`src/rtl/bcd_xs3_stream_conv.sv`:
```
// Sequential BCD <-> Excess-3 converter: one 4-bit digit per clock, per-digit invalid flags.
// Accept-to-result latency is DIGITS cycles; the result is held until out_ready.
module bcd_xs3_stream_conv #(
  parameter int DIGITS = 4,
  localparam int W = 4 * DIGITS
) (
  input  logic              clk,
  input  logic              rst_n,
  input  logic              in_valid,
  output logic              in_ready,
  input  logic [W-1:0]      in_data,
  input  logic              in_mode,
  output logic              out_valid,
  input  logic              out_ready,
  output logic [W-1:0]      out_data,
  output logic [DIGITS-1:0] out_err,
  output logic              out_any_err
);

  localparam int IW = (DIGITS > 1) ? $clog2(DIGITS) : 1;

  localparam logic [1:0] IDLE = 2'd0;
  localparam logic [1:0] CONV = 2'd1;
  localparam logic [1:0] DONE = 2'd2;

  logic [1:0]        state_q, state_d;
  logic [IW-1:0]     idx_q, idx_d;
  logic [W-1:0]      opnd_q, opnd_d;
  logic              mode_q, mode_d;
  logic [W-1:0]      res_q, res_d;
  logic [DIGITS-1:0] err_q, err_d;
  logic [W-1:0]      dout_q, dout_d;
  logic [DIGITS-1:0] eout_q, eout_d;
  logic              rdy_q, vld_q;

  logic [3:0] cur_dig;
  logic [3:0] conv_dig;
  logic       bad_dig;

  always_comb begin
    cur_dig = '0;
    for (int i = 0; i < DIGITS; i++) begin
      if (idx_q == IW'(i)) cur_dig = opnd_q[4*i +: 4];
    end
    if (!mode_q) begin
      bad_dig  = (cur_dig > 4'd9);
      conv_dig = cur_dig + 4'd3;
    end else begin
      bad_dig  = (cur_dig < 4'd3) || (cur_dig > 4'd12);
      conv_dig = cur_dig - 4'd3;
    end
    if (bad_dig) conv_dig = 4'hF;
  end

  always_comb begin
    state_d = state_q;
    idx_d   = idx_q;
    opnd_d  = opnd_q;
    mode_d  = mode_q;
    res_d   = res_q;
    err_d   = err_q;
    dout_d  = dout_q;
    eout_d  = eout_q;
    case (state_q)
      IDLE: begin
        // rdy_q gates acceptance so the first cycle after reset release is not an accept
        if (in_valid && rdy_q) begin
          opnd_d  = in_data;
          mode_d  = in_mode;
          res_d   = '0;
          err_d   = '0;
          idx_d   = '0;
          state_d = CONV;
        end
      end
      CONV: begin
        for (int i = 0; i < DIGITS; i++) begin
          if (idx_q == IW'(i)) begin
            res_d[4*i +: 4] = conv_dig;
            err_d[i]        = bad_dig;
          end
        end
        if (idx_q == IW'(DIGITS - 1)) begin
          idx_d   = '0;
          dout_d  = res_d;
          eout_d  = err_d;
          state_d = DONE;
        end else begin
          idx_d = idx_q + IW'(1);
        end
      end
      DONE: begin
        if (out_ready) state_d = IDLE;
      end
      default: state_d = IDLE;
    endcase
  end

  always_ff @(posedge clk or negedge rst_n) begin
    if (!rst_n) begin
      state_q <= IDLE;
      idx_q   <= '0;
      opnd_q  <= '0;
      mode_q  <= 1'b0;
      res_q   <= '0;
      err_q   <= '0;
      dout_q  <= '0;
      eout_q  <= '0;
      rdy_q   <= 1'b0;
      vld_q   <= 1'b0;
    end else begin
      state_q <= state_d;
      idx_q   <= idx_d;
      opnd_q  <= opnd_d;
      mode_q  <= mode_d;
      res_q   <= res_d;
      err_q   <= err_d;
      dout_q  <= dout_d;
      eout_q  <= eout_d;
      rdy_q   <= (state_d == IDLE);
      vld_q   <= (state_d == DONE);
    end
  end

  assign in_ready    = rdy_q;
  assign out_valid   = vld_q;
  assign out_data    = dout_q;
  assign out_err     = eout_q;
  assign out_any_err = |eout_q;

endmodule

```
`config.mk`:
```
export PLATFORM = sky130hd
export DESIGN_NAME = bcd_xs3_stream_conv
export DESIGN_NICKNAME = d
export VERILOG_FILES = /design/src/rtl/bcd_xs3_stream_conv.sv
export SDC_FILE = /design/constraint.sdc
export NUM_CORES = 1
export LEC_CHECK = 0
export BUFFER_PORTS_ARGS = -buffer_cell sky130_fd_sc_hd__buf_2
export CAP_MARGIN = 40
export CORE_MARGIN = 5
export CORE_UTILIZATION = 45
export CTS_CLUSTER_SIZE = 8
export DETAILED_ROUTE_END_ITERATION = 10
export GPL_TIMING_DRIVEN = 0
export PLACE_DENSITY = 0.68
export REMOVE_ABC_BUFFERS = 1
export SLEW_MARGIN = 30
export SYNTH_ARGS = -nofsm -noshare
export SYNTH_HDL_FRONTEND = slang
export SYNTH_SLANG_ARGS = --single-unit
```
`constraint.sdc`:
```
create_clock -name clk -period 2.4 [get_ports clk]
set_input_delay 0.36 -clock clk [delete_from_list [all_inputs] [get_ports clk]]
set_output_delay 0.36 -clock clk [all_outputs]
set_load 0.05 [all_outputs]
```
==> results.yml <==
setup_path:
  worstPathArrival_ns: 2.60
  path_class: "flop to flop"
  worstSetupEndpointType: "flop"
  critPathMaxStageDelay_ns: 0.46
  cp-start-kind: "flop"
  worst_ep_required_time_ns: 2.66
  critPathSlowestCell: "dfrtp_2"
  critPathTopFamily: "compound AO/OA/AOI/OAI gates"
  cp_num_buf_inv: 1
  worstPathCellList: "inv_2 -> ha_4 -> nor2_4 -> o211a_4 -> or2_4 -> maj3_2 -> a22o_4 -> o31ai_2"
  crit_fanout: 13
synthesis:
  synthCells: 308
  yosysUniqueCellTypes: 47
  synth_top_cell_area_share: 0.4847
  synth-seq-area-share: 0.4847
  ys_ff_latch: 58
  synth.top_cells.by_area: "dfrtp_1 48%, nand2_1 10%, o21ai_0 4.8%"
  yosysTopAreaCell: "dfrtp_1"
  ys_warn_count: 0
  synth_area_per_cell_um2: 9.721
  synth_area_um2: 2994
placement:
  portBuffers: 43
  dp_hpwl_um: 4600
  place_area_um2: 3204
  gp_congestion: 0.8301
run_status:
  status: "finished clean"
global_routing:
  grt_overflow: 0
  antenna_found_initial: 0
  gr-usage-all-layers: 0.1717
  grt_pass1_wl_um: 11240
  grt_max_degree: 59
  grt_pass1_vias: 2348
cts:
  root_buffer: "clkbuf_8"
  clock_latency_ns: 0.35
  clockBufferDepth: 2
  cts.sinks: 58
  cts_tree: "yes"
  clk_pin_slew_ns: 0.07
  clock_tree.htree_level_count: 3
  cts_buffers: 9
floorplanning:
  io_pins: 44
  die_h_um: 91.57
  die_w_um: 91.57
  core_um2: 6422
  start_util: 0.4662
  rows: 29
  die_area_um2: 8385
sta:
  fin_crit_ns: 2.339
  fin_crit_sh: 0.9746
  slew_viol_final: 0
  hold_viol: 0
  maxSlewHeadroom: 0.5436
  max_freq_mhz: 427.5
  max_slew.worst_pin.slew_ns: 0.6828
  whs_ns: 0.1944
  clock-skew-final_ns: 0.007737
  finalSetupViolCount: 0
cells_and_area:
  fin_area_um2: 3622
  nets: 384
  diodes: 0
  drive_above_1_share: 0.3022
  fillCellCount: 597
  area.growth.synth_to_final_pct: 20.98
job:
  drv_cap: 0
detailed_routing:
  vias_per_cell: 5.519
  drc: 0
  via_count: 2434
  dr.pass1.iters: 4
  drtAntennaViolNets: 0
  wl_per_cell_um: 15.91
  drtIter0Drc: 122
  wl_um: 7018
min_path:
  min_path_type: "primary input to flop"
cell type report:
type	instances	area (um2)	area share
clock buffer	11	141.4	0.03903
timing repair buffer	55	330.3	0.09119
inverter	4	15.01	0.004145
tap	77	96.34	0.02660
multi-input combinational	231	1508	0.4162
clock inverter	5	77.57	0.02142
sequential	58	1454	0.4014
worst paths after layout:
path / from / endpoint / slack [ns] / depth (start not counted)
setup / recovery: idx_q[0]$_DFFE_PN0P_ / res_q[6]$_DFFE_PN0P_ / 0.06 / 8
setup reg to reg: idx_q[0]$_DFFE_PN0P_ / res_q[6]$_DFFE_PN0P_ / 0.06 / 8
hold / removal: in_data[3] / opnd_q[3]$_DFFE_PN0P_ / 0.19 / 3
hold reg to reg: opnd_q[14]$_DFFE_PN0P_ / opnd_q[14]$_DFFE_PN0P_ / 0.47 / 2
max in group asynchronous: rst_n / opnd_q[12]$_DFFE_PN0P_ / 1.49 / 3
min in group asynchronous: rst_n / state_q[0]$_DFF_PN0_ / 0.42 / 2
layer usage:
metal	share of wire	GRT usage	vias to the layer above
met5	0	0	-
met4	0.020	0.07412	0
met3	0.051	0.04463	13
met2	0.47	0.2757	71
met1	0.45	0.2187	1153
li1	-	-	1197
synthesized netlist by cell type, drive strengths merged:
library cell / n
a211oi: 7
a21o: 2
a21oi: 16
a22o: 1
a311o: 1
a311oi: 1
a31oi: 3
a32o: 3
and3: 4
buf: 5
clkbuf: 10
clkinv: 1
dfrtp: 58
ha: 4
inv: 3
maj3: 1
mux2: 1
nand2: 81
nand2b: 8
nand3: 7
nand3b: 3
nor2: 14
nor2b: 2
nor3b: 11
o2111ai: 1
o211a: 2
o211ai: 1
o21a: 2
o21ai: 29
o22ai: 4
o311ai: 3
o31ai: 14
or2: 1
or3: 3
or4: 1
state kept, by name (all words and copies together) (netlist names):
signal,flops
out_err,4
idx_q,2
out_valid,1
state_q,2
mode_q,1
out_data,16
opnd_q,16
res_q,12
in_ready,1
err_q,3
timing repair:
action                                  in CTS  in global routing
pin swaps                                    4                  2
endpoints found under the setup margin      35                 30
setup buffers                                8                  0
cloned                                       0                  0
gates resized for setup                     15                 12
hold endpoints to repair                     0                 16
hold buffers                                 0                  1
per-stage QoR:
step                      cells  utilization  setup WS, ns  TNS (ns)
after CTS                   439       0.5513       0.01293         0
after global placement      413       0.4950       -0.3890    -9.067
after detailed placement    415       0.4989       -0.4249    -10.86
after floorplan             293            -       0.01059         0
final                       441       0.5640       0.06090         0
after global routing        441       0.5640      -0.01656  -0.04049
cell families after synthesis:
logic type / after synthesis / share of synthesized area
mux: 1 / 0.003761
buf+inv: 19 / 0.04722
simple gates: 135 / 0.2169
flops: 58 / 0.4847
fa+ha+maj: 5 / 0.02048
compound gates: 90 / 0.2269
worst min-delay path, cell delays in order:
cell	delay, ns
buf_2	0.07
nand2_1	0.04
nand2_1	0.04
placed cells by master (no fill, tap or decap), types with 3 or more instances in the layout:
cell	n
ha_4	4
a21oi_1	16
o21ai_0	27
nor3b_1	10
a31oi_1	3
and3_1	4
clkbuf_8	10
buf_2	42
o31ai_2	8
a32o_1	3
nand2b_1	7
nor2_1	11
or3_1	3
buf_4	10
o31ai_1	5
nand3_1	6
nand2_1	80
a211oi_2	4
dfrtp_1	56
Power is not shown: default switching activity piles up to over one toggle a cycle in this logic, so the estimate is an artifact.
